`src/rtl/load_store_unit.sv`:
```
// Memory-access stage: drives the data-memory handshake, lane-aligns stores,
// extends load data for writeback and flags misaligned or timed-out accesses.
module load_store_unit #(
  parameter int WAIT_LIMIT = 15
) (
  input  logic        clk,
  input  logic        reset,
  input  logic        req_valid,
  output logic        req_ready,
  input  logic [31:0] alu_result,
  input  logic [31:0] store_data,
  input  logic        mem_write,
  input  logic [2:0]  funct3,
  input  logic [4:0]  rd_in,
  output logic        mem_req,
  output logic        mem_we,
  output logic [31:0] mem_addr,
  output logic [31:0] mem_wdata,
  output logic [3:0]  mem_be,
  input  logic        mem_ack,
  input  logic [31:0] mem_rdata,
  output logic        wb_valid,
  output logic [4:0]  wb_rd,
  output logic [31:0] wb_data,
  output logic        access_fault,
  output logic        stall
);

  // state | meaning
  // IDLE  | ready to accept an operation
  // REQ   | memory request outstanding, counting wait cycles
  // WB    | load result presented to writeback for one cycle
  // FAULT | misaligned, illegal or timed-out access reported for one cycle
  localparam logic [1:0] IDLE  = 2'd0;
  localparam logic [1:0] REQ   = 2'd1;
  localparam logic [1:0] WB    = 2'd2;
  localparam logic [1:0] FAULT = 2'd3;

  localparam logic [7:0] LAST_WAIT = 8'(WAIT_LIMIT - 1);

  logic [1:0]  state;
  logic [31:0] addr_q;
  logic [31:0] data_q;
  logic        we_q;
  logic [2:0]  f3_q;
  logic [4:0]  rd_q;
  logic [7:0]  wait_cnt;
  logic [31:0] wb_data_q;

  logic        legal;
  logic [3:0]  be;
  logic [31:0] wdata;
  logic [31:0] shifted;
  logic [31:0] load_val;

  always_comb begin
    legal = 1'b0;
    case (funct3)
      3'b000, 3'b100: legal = 1'b1;
      3'b001, 3'b101: legal = ~alu_result[0];
      3'b010:         legal = (alu_result[1:0] == 2'b00);
      default:        legal = 1'b0;
    endcase
    // Unsigned variants only exist for loads.
    if (mem_write && funct3[2])
      legal = 1'b0;
  end

  always_comb begin
    be    = 4'b1111;
    wdata = data_q;
    case (f3_q[1:0])
      2'b00: begin
        be    = 4'b0001 << addr_q[1:0];
        wdata = {4{data_q[7:0]}};
      end
      2'b01: begin
        be    = 4'b0011 << {addr_q[1], 1'b0};
        wdata = {2{data_q[15:0]}};
      end
      default: begin
        be    = 4'b1111;
        wdata = data_q;
      end
    endcase
    if (!we_q)
      wdata = 32'd0;
  end

  always_comb begin
    shifted = mem_rdata >> {addr_q[1:0], 3'b000};
    case (f3_q)
      3'b000:  load_val = {{24{shifted[7]}}, shifted[7:0]};
      3'b001:  load_val = {{16{shifted[15]}}, shifted[15:0]};
      3'b100:  load_val = {24'd0, shifted[7:0]};
      3'b101:  load_val = {16'd0, shifted[15:0]};
      default: load_val = shifted;
    endcase
  end

  always_ff @(posedge clk or posedge reset) begin
    if (reset) begin
      state     <= IDLE;
      addr_q    <= 32'd0;
      data_q    <= 32'd0;
      we_q      <= 1'b0;
      f3_q      <= 3'd0;
      rd_q      <= 5'd0;
      wait_cnt  <= 8'd0;
      wb_data_q <= 32'd0;
    end else begin
      case (state)
        IDLE: begin
          if (req_valid) begin
            addr_q   <= alu_result;
            data_q   <= store_data;
            we_q     <= mem_write;
            f3_q     <= funct3;
            rd_q     <= rd_in;
            wait_cnt <= 8'd0;
            state    <= legal ? REQ : FAULT;
          end
        end
        REQ: begin
          // An ack on the final allowed cycle wins over the timeout.
          if (mem_ack) begin
            if (!we_q) begin
              wb_data_q <= load_val;
              state     <= WB;
            end else begin
              state <= IDLE;
            end
          end else if (wait_cnt == LAST_WAIT) begin
            state <= FAULT;
          end else begin
            wait_cnt <= wait_cnt + 8'd1;
          end
        end
        WB:      state <= IDLE;
        FAULT:   state <= IDLE;
        default: state <= IDLE;
      endcase
    end
  end

  assign req_ready    = (state == IDLE);
  assign stall        = ~req_ready;
  assign mem_req      = (state == REQ);
  assign mem_we       = mem_req & we_q;
  assign mem_addr     = mem_req ? {addr_q[31:2], 2'b00} : 32'd0;
  assign mem_be       = mem_req ? be : 4'd0;
  assign mem_wdata    = mem_req ? wdata : 32'd0;
  assign wb_valid     = (state == WB);
  assign wb_rd        = rd_q;
  assign wb_data      = wb_data_q;
  assign access_fault = (state == FAULT);

endmodule

```
`config.mk`:
```
export PLATFORM = sky130hd
export DESIGN_NAME = load_store_unit
export DESIGN_NICKNAME = d
export VERILOG_FILES = /design/src/rtl/load_store_unit.sv
export SDC_FILE = /design/constraint.sdc
export NUM_CORES = 1
export LEC_CHECK = 0
export CAP_MARGIN = 0
export CORE_MARGIN = 2
export CORE_UTILIZATION = 48
export DETAILED_ROUTE_END_ITERATION = 8
export HOLD_SLACK_MARGIN = 0.1
export PLACE_DENSITY = 0.92
export SETUP_SLACK_MARGIN = 0.05
export SLEW_MARGIN = 20
export SYNTH_ARGS = -nofsm -noshare
export SYNTH_HDL_FRONTEND = slang
export SYNTH_SLANG_ARGS = --single-unit
```
`constraint.sdc`:
```
create_clock -name clk -period 9 [get_ports clk]
set_clock_uncertainty 0.05 [all_clocks]
set_input_delay 1.35 -clock clk [delete_from_list [all_inputs] [get_ports clk]]
set_output_delay 1.35 -clock clk [all_outputs]
set_load 0.01 [all_outputs]
```
Word-level counts from Yosys, hierarchy flattened

Index checks and enable logic that the tools add are counted.
W data, S select, Z words.

Flip-flop bits (word level): 115
Word-level logic and storage cells: 65
Input bits: 109

Muxes and demuxes: 19
Equality and inequality tests: 16
Shift operators: 3
Add/sub/neg operators: 1
Reductions and logical operators: 14
Bitwise gates (word level): 4

Operators with widths:

| operator              | number |
|---|---|
| $pmux W32 S4          | 1 |
| $mux W32              | 3 |
| $pmux W32 S2          | 1 |
| $shr A32 B5 Y32       | 1 |
| $mux W8               | 3 |
| $pmux W8 S2           | 1 |
| $eq A3 B3 Y1 const B  | 4 |
| $mux W2               | 5 |
| $add A8 B1 Y8 const B | 1 |
| $eq A8 B4 Y1 const B  | 1 |
| $pmux W4 S2           | 1 |
| $eq A3 B1 Y1 const B  | 2 |
| $logic_not A2 Y1      | 3 |
| $logic_not A3 Y1      | 2 |
| $ne A2 B2 Y1 const B  | 3 |
| $pmux W2 S3           | 1 |
| $reduce_or A2 Y1      | 3 |
| $eq A2 B1 Y1 const B  | 2 |
| $eq A2 B2 Y1 const B  | 2 |
| $mux W4               | 1 |
| $reduce_and A2 Y1     | 2 |
| $reduce_and A4 Y1     | 1 |
| $shl A1 B2 Y4 const A | 1 |
| $shl A2 B2 Y4 const A | 1 |
| 9 further kinds       | 11 |

Longest topological paths before layout

Word-level depth: 7
Depth in mapped cells: 7
Gate-level depth less buffers: 6

Worst setup path after synthesis

No wires, ideal clock.

Path kind: reg-to-output
Start point: register addr_q[0]
End point: output mem_be[1]
Arrival: 1569 ps
Stages on the path, launching flop included: 8
Buffers on the path: 3
Required time: 7600 ps
Slack: 6031 ps
Cells stage by stage: dfrtp_1 > buf_1 > buf_2 > buf_2 > nor2_1 > nor2_1 > nor2_1 > nor2_1

Word-level cells in the longest chain between the ends: 3

Ends and longest elaborated chain:

| element                  | line | text |
|---|---|---|
| start: declaration       | 42   | `logic [31:0] addr_q;` |
| start signal: assignment | 115  | `addr_q <= alu_result;` |
| $shl A1 B2 Y4            | 74   | `be = 4'b0001 << addr_q[1:0];` |
| $pmux W4 S2              | 72   | `case (f3_q[1:0])` |
| $mux W4                  | 151  | `assign mem_be = mem_req ? be : 4'd0;` |
| end: declaration         | 19   | `output logic [3:0] mem_be,` |

No other way between the ends.

Worst setup path in the final report

Start point: register state[1]
End point: output mem_wdata[10]

Word-level cells in the longest chain between the ends: 2

Ends and longest elaborated chain:

| element                  | line | text |
|---|---|---|
| start: declaration       | 41   | `logic [1:0] state;` |
| start signal: assignment | 121  | `state <= legal ? REQ : FAULT;` |
| $eq A2 B1 Y1             | 148  | `assign mem_req = (state == REQ);` |
| $mux W32                 | 152  | `assign mem_wdata = mem_req ? wdata : 32'd0;` |
| end: declaration         | 18   | `output logic [31:0] mem_wdata,` |

No other way between the ends.

==> metrics.md <==
| Metric | Value |
|---|---|
| Run status | complete, no violations |
| Post-route cell area | just under 9000 um2 |
| NumNets Final | 1,011 |
| Required time of the critical path | 7600 ps |
| Number of buffers inserted by post-CTS setup repair | 0 |
| Pin count of the biggest net entering global routing | just over 80 |
| Top_reg_cell synth | dfrtp_1 |
| Peak ir drop on the vdd network | about 0.17 mV |
| Average detailed-routed wire length per instance | between 15 and 20 um |
| Worst skew pair latency | approximately 410 ps |
| Global Route met1 Usage | 0.345 |
| Wire length of the first global-routing pass | 28,700 um |
| Total detailed-routing wirelength | approximately 19,000 um |
| Pre-CTS WS | roughly 4300 ps |
| Initial antenna violation count | 0 |
| Synth Instances | a little over 700 |
| Placement row count | 40 |
| Crit-path max FO | 42 |
| I/O pin total | 220 |
| Met3 global-route usage | 0.100 |
| Clock tree from TritonCTS | built |
| Worst hold slack after final layout | about 410 ps |
| Cell area after placement | between 8000 and 9000 um2 |
| Hold Path Class | flop to flop |
| Number of enable flip-flop cells after synthesis | 0 |
| Die X-Extent | about 110 um |
| Root buffer cell | clkbuf_16 |
| Sort of element at the end of the critical path | output port |
| Antenna fix cells | 0 |
| Post-Syn Area | about 6000 um2 |
| Final worst path period share | 0.564 |
| Area added between synthesis and finish | 49.0% |
| Lkg Pwr | about 4 nW |
| Number of global-route vias before repair | between 5,000 and 6,000 |
| Slew headroom | 0.256 |
| Drt via density | about 5.4 |
| Clock period minus final worst setup slack | roughly 5100 ps |
| Number of remaining DRC errors | 0 |
| FF+latch count, synth | 115 |
| Transition time at the pin with the least slew margin | between 1000 and 1500 ps |
| Die Y | between 100 and 150 um |
| Worst Setup Path Type | flop to output port |
| Number of buffers added by the clock tree synthesis step | 17 |
| Depth of the CTS H-tree | 4 |
| Met2 Track Usage GR | 0.468 |
| Element type at the critical path start | flop |
| Initial DRC Count | 584 |
| Clock-pin slew of the registers on the worst-case setup and hold paths | about 50 ps |
| Total via count in the routed design | 5,667 |
| Post-cts repair resize count | 0 |
| Fill cell count | ~820 |
| First-pass iteration count of the detailed router | 8 |
| Unique cell type count in the Yosys netlist | 42 |
| Floorplan die area | roughly 13,000 um2 |
| Final count of hold timing violations | 0 |
| Share of cells above drive strength 1 | 0.0680 |
| Gpl congestion | roughly 0.94 |
| Overall routing resource usage | 0.286 |
| Total of hold buffers inserted after clock tree synthesis | 0 |
| Half-perimeter wire length after placement | between 10,000 and 15,000 um |
| Syn avg cell area | about 8.3 um2 |
| Final Max Tran Viols | 0 |
| Number of sinks on the clock net | about 120 |
| Max-cap viol count | 0 |
| Busiest grt layer | met2 |
| Remaining global-route overflow | 0 |
| Total setup violations reported at the end of the flow | 0 |
| Standard cell core area | around 12,000 um2 |
| Fraction of registers with async set or reset after synthesis | 1.00 |
| Register area share after synthesis | 0.491 |
| Min setup slack post-route | about 3900 ps |
| Final total negative setup slack | 0 ps |
| IO buf count | approximately 220 |
| Buffer depth of the longest clock path | 2 |
| Starting density of the core | 0.490 |
| Max Freq | between 150 and 200 MHz |
| Total of warnings raised by yosys | 0 |
| Detail Route Antenna Nets | 0 |
| Critical Path AT | 3680 ps |
| PD cells | ~340 nW/um2 |
| Unrepaired setup endpoints after global routing | no |
## flip-flops by register name, indices dropped and copies added (netlist names)
signal and cells:
addr_q 32, data_q 32, wb_data 32, wait_cnt 8
wb_rd 5, f3_q 3, state 2, we_q 1
## worst max-delay path: stages, from the launching register on
cell and delay (ps):
dfrtp_1 450, nand2b_1 330, inv_1 850, nand2_1 730
a21oi_1 320, clkdlybuf4s50_1 580
## worst paths after layout
check / start / to / slack, ps / depth (start not counted)
max: state[1] / mem_wdata[10] / 3920 / 5
min: addr_q[28] / addr_q[28] / 410 / 2
max reg2reg: addr_q[0] / wb_data[18] / 6370 / 5
min reg2reg: addr_q[28] / addr_q[28] / 410 / 2
max in group asynchronous: reset / wait_cnt[2] / 6540 / 3
min in group asynchronous: reset / addr_q[5] / 1290 / 2
## layout by cell type (no fill, tap or decap), types with 3 or more instances in the layout
master / Yosys / final
o21ai_0: 17 / 17
nand2_1: 263 / 262
bufinv_16: 0 / 5
nand3_1: 3 / 3
clkinvlp_4: 0 / 3
nor2b_1: 3 / 3
dfrtp_1: 115 / 115
mux2i_1: 33 / 33
mux2_2: 18 / 18
nand4_1: 3 / 3
buf_4: 2 / 4
inv_1: 9 / 8
nor2_1: 69 / 68
and3_1: 9 / 9
clkbuf_8: 0 / 4
a31oi_1: 17 / 17
clkdlybuf4s50_1: 0 / 217
clkbuf_16: 0 / 17
nand2b_1: 5 / 5
and2_1: 38 / 37
a21oi_1: 26 / 26
## stage by stage
| stage | std cells | power (W) | utilization |
|---|---|---|---|
| after floorplan | 706 | 0.00165 | - |
| final | 1059 | 0.00301 | 0.730 |
| after global routing | 1059 | 0.00319 | 0.730 |
| after CTS | 1059 | 0.00301 | 0.730 |
| after global placement | 1028 | 0.00220 | 0.675 |
| after detailed placement | 1028 | 0.00224 | 0.675 |
## area by class of cell
class | instances | area [um2] | area share
clock buffer | 23 | 488 | 0.0559
clock inverter | 8 | 173 | 0.0198
inverter | 9 | 36.3 | 0.00415
multi-input combinational | 535 | 2760 | 0.316
sequential | 115 | 2880 | 0.330
tap | 147 | 184 | 0.0211
timing repair buffer | 222 | 2210 | 0.253
## cell usage after synthesis (5+ instances only)
| cell | count | area share |
|---|---|---|
| clkbuf_1 | 33 | 0.021 |
| nand2b_1 | 5 | 0.0053 |
| inv_1 | 9 | 0.0058 |
| buf_2 | 5 | 0.0043 |
| and2_1 | 38 | 0.041 |
| nor2_1 | 69 | 0.044 |
| mux2i_1 | 33 | 0.056 |
| and3_1 | 9 | 0.0096 |
| a31oi_1 | 17 | 0.018 |
| mux2_2 | 18 | 0.035 |
| dfrtp_1 | 115 | 0.49 |
| a21oi_1 | 26 | 0.022 |
| o21ai_0 | 17 | 0.015 |
| nand2_1 | 263 | 0.17 |
| buf_1 | 5 | 0.0032 |
## where the power goes
part	switching, W	leakage (nW)	internal, W
sequential	0.000212	1.41	0.000757
clock	0.000235	0.312	0.000519
combinational	0.000675	2.27	0.000612
## routing by layer
metal / up-vias / wire length (um)
li1: 2666 / -
met3: 42 / 1910
met1: 2661 / 7210
met4: 0 / 478
met2: 298 / 8970
met5: - / 0
## cell families (layout without fill, tap and decap cells)
kind of cell / count (synthesis) / count (layout) / share of synthesized area
AND/OR/NAND/NOR: 403 / 403 / 0.290
buffers and inverters: 56 / 262 / 0.0408
adder cells (fa/ha/maj): 2 / 2 / 0.00427
multiplexers: 52 / 52 / 0.0947
AO/OA/AOI/OAI: 74 / 74 / 0.0760
XOR/XNOR: 2 / 2 / 0.00299
other: 1 / 2 / 0.000640
flip-flops: 115 / 115 / 0.491
Note: power is estimated with default switching activity, not from simulation.
